## src/rtl/apb_slave_mem.sv

```systemverilog
// apb_slave_mem: APB completer with a register file, a read-only ID word, wait states and saturating transfer counters.
module apb_slave_mem #(
  parameter int DATA_WIDTH = 16,
  parameter int ADDR_WIDTH = 4,
  parameter int WAIT_STATES = 0,
  parameter logic [DATA_WIDTH-1:0] ID_VALUE = 16'hA5B1
) (
  input  logic                  pclk,
  input  logic                  prst,
  input  logic                  psel,
  input  logic                  penable,
  input  logic                  pwrite,
  input  logic [ADDR_WIDTH-1:0] paddr,
  input  logic [DATA_WIDTH-1:0] pwdata,
  output logic [DATA_WIDTH-1:0] prdata,
  output logic                  pready,
  output logic [7:0]            wr_count,
  output logic [7:0]            rd_count
);
  localparam int TOP = 2**ADDR_WIDTH - 1;
  localparam logic [3:0] WS = 4'(WAIT_STATES);
  typedef enum logic [2:0] {IDLE = 3'b001, ACCESS = 3'b010, DONE = 3'b100} state_t;
  state_t state, next;
  logic [3:0] cnt;
  logic [DATA_WIDTH-1:0] mem [TOP];
  logic fin, id_hit;
  always_comb begin
    fin = state == ACCESS && psel && penable && cnt == 4'd0;
    id_hit = paddr == ADDR_WIDTH'(TOP);
    next = state == IDLE   ? (psel && !penable ? ACCESS : IDLE) :
           state == ACCESS ? (!psel ? IDLE : fin ? DONE : ACCESS) : IDLE;
  end
  always_ff @(posedge pclk) begin
    if (prst) begin
      state <= IDLE;
      cnt <= 4'd0;
      pready <= 1'b0;
      prdata <= '0;
      wr_count <= 8'd0;
      rd_count <= 8'd0;
      for (int i = 0; i < TOP; i++) mem[i] <= '0;
    end else begin
      state <= next;
      pready <= fin;
      if (state == IDLE && psel && !penable) cnt <= WS;
      else if (state == ACCESS && psel && penable && cnt != 4'd0) cnt <= cnt - 4'd1;
      if (fin && pwrite) begin
        if (!id_hit) mem[paddr] <= pwdata;
        if (wr_count != 8'hFF) wr_count <= wr_count + 8'd1;
      end
      if (fin && !pwrite) begin
        prdata <= id_hit ? ID_VALUE : mem[paddr];
        if (rd_count != 8'hFF) rd_count <= rd_count + 8'd1;
      end
    end
  end
endmodule

```

## config.mk

```make
export PLATFORM = sky130hd
export DESIGN_NAME = apb_slave_mem
export DESIGN_NICKNAME = d
export VERILOG_FILES = /design/src/rtl/apb_slave_mem.sv
export SDC_FILE = /design/constraint.sdc
export NUM_CORES = 1
export LEC_CHECK = 0
export ABC_AREA = 1
export CAP_MARGIN = 20
export CORE_UTILIZATION = 61
export DETAILED_ROUTE_END_ITERATION = 16
export GPL_ROUTABILITY_DRIVEN = 0
export GPL_TIMING_DRIVEN = 0
export PLACE_DENSITY = 0.84
export SETUP_SLACK_MARGIN = 0.05
export SLEW_MARGIN = 0
export SYNTH_ARGS = -nofsm -noshare
export SYNTH_HDL_FRONTEND = slang
export SYNTH_SLANG_ARGS = --single-unit
```

## constraint.sdc

```tcl
create_clock -name pclk -period 3.06 [get_ports pclk]
set_input_delay 0.918 -clock pclk [delete_from_list [all_inputs] [get_ports pclk]]
set_output_delay 0.918 -clock pclk [all_outputs]
set_load 0.02 [all_outputs]
```

After elaboration in Yosys (flattened, before gate mapping)

Memories as Yosys holds them, arrays and structs flattened.
Index checks and enable logic that the tools add are counted.

$add $sub $neg: 3
Equality and inequality tests: 5
Mux-type cells: 15
Reduce and logical (&&, ||, !) cells: 17

Operators with widths:

| cell                  | count |
|---|---|
| $mux W16              | 2 |
| $add A8 B1 Y8 const B | 2 |
| $ne A8 B8 Y1 const B  | 2 |
| $reduce_or A16 Y1     | 1 |
| $mux W3               | 4 |
| $logic_and A1 B1 Y1   | 9 |
| $mux W1               | 7 |
| $eq A4 B4 Y1 const B  | 1 |
| $logic_not A4 Y1      | 1 |
| $mux W4               | 1 |
| $reduce_and A2 Y1     | 2 |
| $reduce_bool A4 Y1    | 1 |
| $sub A4 B1 Y4 const B | 1 |
| $eq A3 B1 Y1 const B  | 1 |
| $eq A3 B2 Y1 const B  | 1 |
| $logic_not A1 Y1      | 2 |
| $mux W2               | 1 |
| $reduce_or A2 Y1      | 1 |

Bits in registers: 40
RAM bits: 240
Output and inout bits: 33
Memories: 1

Memories:

| memory | depth | width | rd ports | clocked after memory_dff | write ports | line | text |
|---|---|---|---|---|---|---|---|
| mem    | 15    | 16    | 1        | 0                        | 15          | 25   | `logic [DATA_WIDTH-1:0] mem [TOP];` |

Longest topological paths before layout

Gate-level depths: netlist (run 1).

Depth in word-level cells: 10
Depth in mapped cells: 11

Worst setup path before layout (run 1)

No wires, ideal clock.

Path kind: input-to-reg
From: input port paddr[1]
To: memory mem[2][0], enable pin
Arrival: 2,342 ps
Required time: 2,688 ps
Path slack: 346 ps
Stages: 9
Path buffers: 2
Cell sequence: buf_4 > nand2_1 > nor2_1 > nor2_2 > nand2_4 > nor2_8 > nand2_4 > buf_6 > nand2_1

RTL lines:

| what               | line | text |
|---|---|---|
| start: declaration | 13   | `input logic [ADDR_WIDTH-1:0] paddr,` |
| end: declaration   | 25   |  |

==> results of run 1 <==
## cells by family (layout without fill, tap and decap cells)
kind of cell	after synthesis	after routing	share of synthesized area
xor gates and xnor gates	12	12	0.00793
adders and majority gates	4	4	0.00378
buffers and inverters	120	231	0.0432
other	1	16	0.000283
and+or+nand+nor	905	905	0.279
DFF	296	296	0.641
AOI/OAI and AO/OA	61	61	0.0249
## worst max-delay path: stages
cell and delay, ns:
clkdlybuf4s50_1 0.61, nand2_1 0.16, nor2_1 0.29, nor2_2 0.13, nand2_4 0.23, nor2_4 0.07, nand2_2 0.18, buf_6 0.20
nand2_2 0.32
## final cells by class
cell class / count / area (um2) / share of cell area
Multi-Input combinational cell: 998 / 4320 / 0.283
Buffer: 79 / 424 / 0.0278
Tap cell: 275 / 344 / 0.0226
Inverter: 41 / 154 / 0.0101
Clock inverter: 10 / 80.1 / 0.00525
Clock buffer: 44 / 883 / 0.0579
Sequential cell: 296 / 8490 / 0.556
Timing Repair Buffer: 57 / 566 / 0.0371
## power groups by stage
stage / sequential, mW / clock (mW) / combinational (mW)
floorplan: 4.63 / 0 / 0.335
global placement: 4.64 / 0 / 0.530
detailed placement: 4.65 / 0 / 0.544
CTS: 4.56 / 3.57 / 0.555
global route: 4.57 / 3.73 / 0.616
finish: 4.56 / 3.59 / 0.573
## metal layers
layer / up-vias / GRT usage
li1: 4756 / -
met1: 4941 / 0.433
met2: 779 / 0.533
met3: 143 / 0.0572
met4: 0 / 0.194
met5: - / 0
## state kept, by name, indices dropped and copies added, names as in the netlist
signal and cells:
pready 1, wr_count 8, rd_count 8, state 3, prdata 16, mem 256, cnt 4
## synth_stat cells (6+ instances only)
library cell  instances
a21oi_1              33
a22oi_1              10
buf_2                26
buf_6                11
clkbuf_1             38
dfxtp_1              40
edfxtp_1            256
inv_1                36
nand2_1             541
nand2_2               6
nand2_4               9
nand3_1              33
nand4_1              29
nor2_1              270
nor3_1                6
o21ai_0              18
xor2_1                8
## path summary, 6_finish.rpt
kind | cells after the start | start | slack (ns) | end
max | 9 | paddr[3] | 0.11 | mem[13][10]
min reg2reg | 2 | prdata[2] | 0.46 | prdata[2]
max reg2reg | 11 | cnt[0] | 0.57 | mem[8][9]
min | 2 | prdata[2] | 0.46 | prdata[2]
## per-stage QoR
step                TNS (ns)  area [um2]  power [mW]  worst slack, ns  cells
floorplan                  0       13300        4.96            0.346   1414
global placement     -145.17       14200        5.17           -0.764   1744
detailed placement   -161.16       14200        5.19           -0.843   1744
CTS                        0       15200        8.69           0.0123   1798
global route               0       15300        8.91           0.0400   1800
finish                     0       15300        8.72            0.106   1800
## what timing repair did
action,4_1_cts,5_1_grt
cloned,0,0
endpoints found under the setup margin,238,115
pin swaps,0,1
setup buffers,0,2
gates resized for setup,16,8
==> out/metrics.cfg, run 1 <==
[run_status]
status=finished clean

[floorplanning]
initial_core_util=0.626
rows=53
chipWidth_um=149
dieArea_um2=22300
ios=58
core_area_um2=21200
die_h_um=149

[layout]
final_util=0.721
finalNetCount=1531
final_cell_mix=526 x nand2_1, 269 x nor2_1, 256 x edfxtp_1
final_common_cell=nand2_1
antenna_cells=0
drive_above_1_share=0.0866
fillers=1448
area_delta_synth_final_pct=15.1

[drt]
wl_met1_um=13100
wl_per_cell_um=20.1
dr.pass1.iters=5
via_per_inst=5.90
top_layer_used=met4
totalWireLength_um=36200
ant_nets=0
wl_met2_um=16800
drt_first_iter_violations=1552
drc=0
vias=10600
met3_length_um=4240

[yosys]
synthArstFlopShare=0
synth_cells=1399
synth_edf_count=256
synth_seq_cells=296
synth.area.top_cells=edfxtp_1 58%, nand2_1 15%, nor2_1 7.6%
synth_top_area_frac=0.580
synthDistinctLibCells=30
synth_area_um2=13300
avgSynthCellArea_um2=9.47
ys.flop_type=edfxtp_1
synth.yosys.warnings=0
yosysSeqAreaShare=0.641
yosys.area.top_type=edfxtp_1

[critical_path]
setup.worst_path.end_class=flop
critPathRequiredTime_ns=3.22
crit_type=input port to flop
critPathMaxFanout=16
arrival_ns=3.11
critPathLaunchType=input port

[cts]
cts_max_level=1
cts_tree=done
clkSinkCount=296
holdBufCountCts=0
cts_made_buffers=29
path_clk_slew_ns=0.07
clkLatencyLatePin_ns=0.57
clockBufferDepth=3
cts-root-buf=clkbuf_16

[sta]
hold_viol_final=0
max_freq_mhz=339
slew_viol_final=0
fin_crit_sh=0.965
fin_crit_ns=2.95
setup_viol_count_final=0
fin_skew_ns=0.0238
rsz0062_at_grt=true
slew_headroom=0.387
tightest_slew_ns=0.920
hold_slack_ns=0.464

[power_and_ir_drop]
p_sw_mw=2.00
seqPwrFrac=0.523
clockPowerShare=0.411
netSwitchingFraction=0.229
power_leakage_nw=6.47
peakVddDrop_v=0.000566
power_density_nw_per_um2=572
p_int_mw=6.72
comb_power_share=0.066

[run]
maxCapViolCount=0

[place]
hpwlAfterDp_um=24300
port_buffers=55

[hold_path]
hp-class=flop to flop

[grt]
grt.overflow.total=0
grt_pass1_vias=10200
grt_pass1_wl_um=55200
antenna_found_initial=0
grt_max_degree=17
grt_use_total=0.334

Note: power is estimated with default switching activity, not from simulation.
==> inputs of run 2 (changes only) <==
--- a/config.mk
+++ b/config.mk
@@ -7,11 +7,13 @@
 export LEC_CHECK = 0
 export ABC_AREA = 1
 export CAP_MARGIN = 20
-export CORE_UTILIZATION = 61
+export CORE_UTILIZATION = 63
+export CTS_BUF_LIST = sky130_fd_sc_hd__clkbuf_2
 export DETAILED_ROUTE_END_ITERATION = 16
 export GPL_ROUTABILITY_DRIVEN = 0
 export GPL_TIMING_DRIVEN = 0
-export PLACE_DENSITY = 0.84
+export PLACE_DENSITY = 0.86
+export RECOVER_POWER = 50
 export SETUP_SLACK_MARGIN = 0.05
 export SLEW_MARGIN = 0
 export SYNTH_ARGS = -nofsm -noshare
==> run 2 against run 1 <==
Against the previous run:
- worst hold slack improved by 0.0069 ns
- core utilization up 0.46 points
- global-route usage rose by 0.61 points
- routed wire length decreased by 1.0%
- total power shrank 12%
- flip-flop and latch count unchanged
- non-clock buffer count is 2 lower
- via count is 2.2% higher
- combinational power decreased by 2%
- die area decreased by 3.1%
- critical endpoint is now mem[8][8]
==> out/metrics.cfg, run 2 (synthesis gave the netlist of run 1 again) <==
[critical_path]
cp_top_family=simple AND/OR/NAND/NOR gates
arrival_ns=3.43  ; +0.32 ns
critPathRequiredTime_ns=3.49  ; +0.27 ns
setup.worst_path.end_class=flop
ff2ff_setup_slack_ns=0.23  ; -0.34 ns
critPathLaunchType=input port
critPathSlowestCell=nand2_1
cpPeakStageDelay_ns=0.69  ; +0.08 ns
crit_type=input port to flop
worst-path-buf-inv=2  ; unchanged
critPathMaxFanout=16  ; unchanged
timing.rr.end=mem[8][8]
path_cells=clkdlybuf4s50_1 > nand4_2 > nor2_4 > nand2_2 > nor2_4 > nand2_4 > nor2_8 > nand2_4 > buf_6 > nand2_1
reg2reg_depth=11  ; unchanged
rr_startpoint=cnt[0]

[sta]
fin_crit_ns=3.00  ; +0.0440 ns
fin_skew_ns=0.0592  ; +0.0355 ns
max_freq_mhz=334  ; -1.5%
slew_headroom=0.378  ; -0.00862
fin_crit_sh=0.980  ; +0.0144
hold_slack_ns=0.471  ; +0.00693 ns
setup_viol_count_final=0  ; unchanged
tightest_slew_ns=0.930  ; +0.0107 ns
slew_viol_final=0  ; unchanged
hold_viol_final=0  ; unchanged
rsz0062_at_grt=false

[layout]
largest_reg_flops=256  ; unchanged
top_register=mem
area_delta_synth_final_pct=11.9
drive_above_1_share=0.111  ; +0.0247
fillers=1471  ; +1.6%
final_common_cell=nand2_1
instances_no_fill=1871  ; +3.9%
final_util=0.726  ; +0.00463
finalNetCount=1574  ; +2.8%
reg_top3=mem x256, prdata x16
fin_area_um2=14800  ; -2.8%
final_cell_mix=539 x nand2_1, 270 x nor2_1, 256 x edfxtp_1

[cts]
clkSinkCount=296  ; unchanged
holdBufCountCts=0  ; unchanged
cts-root-buf=clkbuf_2
clkLatencyLatePin_ns=0.87  ; +0.30 ns
cts_max_level=3  ; +2
path_clk_slew_ns=0.09  ; +0.02 ns
post-cts-setup-buffers=0  ; unchanged
clockBufferDepth=3  ; unchanged
cts_tree=done
cts_made_buffers=74  ; +160%

[grt]
grt_pass1_wl_um=54900  ; -0.45%
grt_max_degree=17  ; unchanged
grt_pass1_vias=10500  ; +2.6%
grt_use_total=0.340  ; +0.00613
antenna_found_initial=1  ; +1
grt.overflow.total=0  ; unchanged

[place]
dpl_cell_area_um2=14200  ; about the same
port_buffers=55  ; unchanged
hpwlAfterDp_um=24100  ; -0.71%
dpl.cell_count=1739  ; -0.29%

[floorplanning]
core_area_um2=20400  ; -3.4%
rows=52  ; -1.9%
die_h_um=147  ; -1.6%
ios=58  ; unchanged
chipWidth_um=147  ; -1.6%
initial_core_util=0.649  ; +0.0222
dieArea_um2=21600  ; -3.1%

[drt]
via_per_inst=5.80  ; -1.7%
vias=10900  ; +2.2%
dr.pass1.iters=6  ; +1
wl_per_cell_um=19.1  ; -4.8%
totalWireLength_um=35800  ; -1.0%
ant_nets=0  ; unchanged
drc=0  ; unchanged
drt_first_iter_violations=1434  ; -7.6%

[run]
maxCapViolCount=0  ; unchanged

[hold_path]
holdPathEnd=prdata[2]
hold_start=prdata[2]
min_path_cells=2  ; unchanged
hp-class=flop to flop

[power_and_ir_drop]
power_leakage_nw=6.46  ; -0.13%
peakVddDrop_v=0.000373  ; -34%
power.total_mw=7.67  ; -12%
power_density_nw_per_um2=517  ; -9.6%

[run_status]
status=finished clean

## run 2: worst register-to-register path: cells and delay by family, from the launching register on
family / cells / cell delay [ns]
DFF: 1 / 0.33
adders and majority gates: 1 / 0.15
and+or+nand+nor: 7 / 1.57
buffers and inverters: 3 / 0.39
## run 2: metrics by stage
step | TNS, ns | worst slack [ns]
final | 0 | 0.0622
after global routing | 0 | 0.0548
after CTS | 0 | 0.115
after detailed placement | -159.94 | -0.853
after global placement | -142.47 | -0.764
after floorplan | 0 | 0.346
## run 2: worst max path at each step
stage | slack, ns | from | end | cells after the start
CTS | 0.11 | paddr[0] | mem[3][8] | 7
detailed placement | -0.85 | paddr[0] | mem[7][9] | 7
global placement | -0.76 | paddr[0] | mem[7][6] | 7
floorplan | 0.35 | paddr[1] | mem[2][0] | 9
global route | 0.05 | paddr[0] | prdata[12] | 12
finish | 0.06 | psel | mem[8][8] | 10
## run 2: where the power goes
group	switching [mW]	internal, mW
logic	0.429	0.132
clock network	1.62	0.936
registers	0.0450	4.51
total	2.09	5.58
## run 2: final cells by class
type / instances / area (um2) / area share
flip-flops and latches: 296 / 8490 / 0.572
multi-input cells: 998 / 4250 / 0.287
repair buffers: 55 / 551 / 0.0371
clock buffers: 107 / 536 / 0.0361
plain buffers: 79 / 415 / 0.0280
well taps: 270 / 338 / 0.0228
inverters: 41 / 154 / 0.0104
clock inverters: 24 / 92.6 / 0.00624
diodes: 1 / 2.50 / 0.000169
## run 2: per-layer routing
layer,share of wire,up-vias,GRT usage
li1,-,4894,-
met1,0.35,4989,0.434
met2,0.47,830,0.545
met3,0.13,142,0.0658
met4,0.053,0,0.204
met5,0,-,0
## run 2: what timing repair did
item                                    4_1_cts  5_1_grt
resized for setup                             1        4
endpoints found under the setup margin       16       64
cloned                                        0        0
pin swaps                                     0        0
==> inputs of run 3 (changes only) <==
--- a/config.mk
+++ b/config.mk
@@ -7,12 +7,13 @@
 export LEC_CHECK = 0
 export ABC_AREA = 1
 export CAP_MARGIN = 20
-export CORE_UTILIZATION = 63
+export CORE_UTILIZATION = 65
 export CTS_BUF_LIST = sky130_fd_sc_hd__clkbuf_2
 export DETAILED_ROUTE_END_ITERATION = 16
+export DONT_BUFFER_PORTS = 1
 export GPL_ROUTABILITY_DRIVEN = 0
 export GPL_TIMING_DRIVEN = 0
-export PLACE_DENSITY = 0.86
+export PLACE_DENSITY = 0.85
 export RECOVER_POWER = 50
 export SETUP_SLACK_MARGIN = 0.05
 export SLEW_MARGIN = 0
==> constraint.sdc (replaced) <==
create_clock -name pclk -period 3.6 [get_ports pclk]
set_input_delay 1.08 -clock pclk [delete_from_list [all_inputs] [get_ports pclk]]
set_output_delay 1.08 -clock pclk [all_outputs]
set_load 0.02 [all_outputs]
==> run 3 against run 2 <==
Against the previous run:
- clock-buffer cell count increased by 4
- setup slack improved by 0.39 ns
- worst hold slack got worse by 0.15 ns
- via count decreased by 3.5%
- largest cell class unchanged
- sequential share of layout area increased by 2.8 points
- sequential power decreased by 15%
- die area decreased by 3.0%
- combinational power decreased by 22%
- clock skew decreased by 0.025 ns
==> out/metrics.cfg, run 3 (synthesis gave the netlist of run 1 again) <==
[sta]
max_freq_mhz=318
hold_slack_ns=0.319  ; -0.152 ns
slew_viol_final=0  ; unchanged
fin_skew_ns=0.0339  ; -0.0254 ns
fin_crit_sh=0.873
rsz0062_at_grt=false
slew_headroom=0.404  ; +0.0259
tightest_slew_ns=0.892  ; -0.0388 ns
hold_viol_final=0  ; unchanged
setup_ws_ns=0.457  ; +0.395 ns
setup_viol_count_final=0  ; unchanged
fin_crit_ns=3.14
final.setup.tns_ns=0  ; unchanged

[layout]
largest_reg_flops=256  ; unchanged
final_cell_mix=554 x nand2_1, 273 x nor2_1, 256 x edfxtp_1
fillers=1483  ; +0.82%
fin_area_um2=14100  ; -4.6%
final_common_cell=nand2_1
instances_no_fill=1805  ; -3.5%
finalNetCount=1519  ; -3.5%
antenna_cells=0  ; -1
area_delta_synth_final_pct=6.72
top_register=mem
final_util=0.717  ; -0.00857
drive_above_1_share=0.105  ; -0.00670
reg_top3=mem x256, prdata x16

[drt]
dr.pass1.iters=6  ; unchanged
drc=0  ; unchanged
ant_nets=0  ; unchanged
wl_per_cell_um=19.5  ; +1.8%
totalWireLength_um=35200  ; -1.8%
via_per_inst=5.80  ; about the same
drt_first_iter_violations=1406  ; -2.0%
vias=10500  ; -3.5%

[power_and_ir_drop]
netSwitchingFraction=0.265  ; -0.00713
seqPwrFrac=0.601  ; +0.007
peakVddDrop_v=0.000326  ; -13%
power.total_mw=6.44  ; -16%
clockPowerShare=0.331  ; -0.002
comb_power_share=0.068  ; -0.005
power_density_nw_per_um2=456  ; -12%
power_leakage_nw=6.14  ; -4.9%
p_int_mw=4.73  ; -15%
p_sw_mw=1.71  ; -18%

[cts]
cts_tree=done
cts-root-buf=clkbuf_2
post-cts-setup-buffers=0  ; unchanged
clockBufferDepth=3  ; unchanged
clkSinkCount=296  ; unchanged
clkLatencyLatePin_ns=0.85  ; -0.02 ns
path_clk_slew_ns=0.11  ; +0.02 ns
cts_resized=0  ; -1
cts_max_level=3  ; unchanged
holdBufCountCts=0  ; unchanged
cts_made_buffers=74  ; unchanged

[grt]
grt_max_degree=17  ; unchanged
grt_pass1_wl_um=53000  ; -3.6%
grt_use_total=0.353  ; +0.0126
grt.overflow.total=0  ; unchanged
antenna_found_initial=0  ; -1
grt_pass1_vias=10100  ; -3.3%

[run]
maxCapViolCount=0  ; unchanged

[critical_path]
crit_top_cell=nand2_1
critPathSlowestCell=nand2_1
setup.worst_path.end_class=flop
path_cells=buf_4 > nand2_1 > clkinv_1 > buf_2 > nand4_1 > clkbuf_1 > nand2_1
ff2ff_setup_slack_ns=0.49  ; +0.26 ns
arrival_ns=3.55  ; +0.12 ns
critPathLaunchType=input port
critPathMaxFanout=16  ; unchanged
crit_type=input port to flop
cpPeakStageDelay_ns=0.64  ; -0.05 ns
critPathRequiredTime_ns=4.01  ; +0.52 ns

[floorplanning]
initial_core_util=0.672  ; +0.0234
die_h_um=145  ; -1.5%
chipWidth_um=145  ; -1.5%
ios=58  ; unchanged
core_area_um2=19700  ; -3.5%
dieArea_um2=21000  ; -3.0%
rows=51  ; -1.9%

[place]
dpl_cell_area_um2=13600  ; -3.9%
post-place-ws_ns=0.0129  ; +0.866 ns
dpl.cell_count=1679  ; -3.5%
hpwlAfterDp_um=23800  ; -1.4%
port_buffers=0  ; -100%

[hold_path]
hp-class=input port to flop

[run_status]
status=finished clean

==> run 3: path summary, 6_finish.rpt <==
path | startpoint | to | cells past startpoint
min reg2reg | cnt[0] | cnt[0] | 2
min | pwdata[13] | mem[15][13] | 0
max reg2reg | cnt[0] | mem[6][5] | 11
max | paddr[1] | mem[7][5] | 7
==> run 3: metal layers <==
layer	part of all wire	vias up	global-route usage
met4	0.044	0	0.193
met2	0.47	742	0.564
met3	0.12	115	0.0809
li1	-	4759	-
met1	0.36	4858	0.449
met5	0	-	0
==> run 3: power by group through the flow <==
stage / clock network [mW] / registers, mW / logic (mW)
detailed placement: 0 / 3.95 / 0.427
finish: 2.13 / 3.87 / 0.438
floorplan: 0 / 3.94 / 0.284
global route: 2.30 / 3.89 / 0.476
global placement: 0 / 3.95 / 0.418
CTS: 2.12 / 3.87 / 0.430
==> run 3: final cells by class <==
cell class                      count  area (um2)  area share
Buffer                             79         409      0.0289
Clock buffer                      111         556      0.0393
Clock inverter                     15        58.8     0.00416
Inverter                           41         154      0.0109
Multi-Input combinational cell    998        4140       0.293
Sequential cell                   296        8490       0.600
Tap cell                          265         332      0.0234
==> run 3: worst max-delay path, delay by kind of cell <==
family	cells	cell delay, ns
simple gates	3	1.06
buf+inv	4	1.37
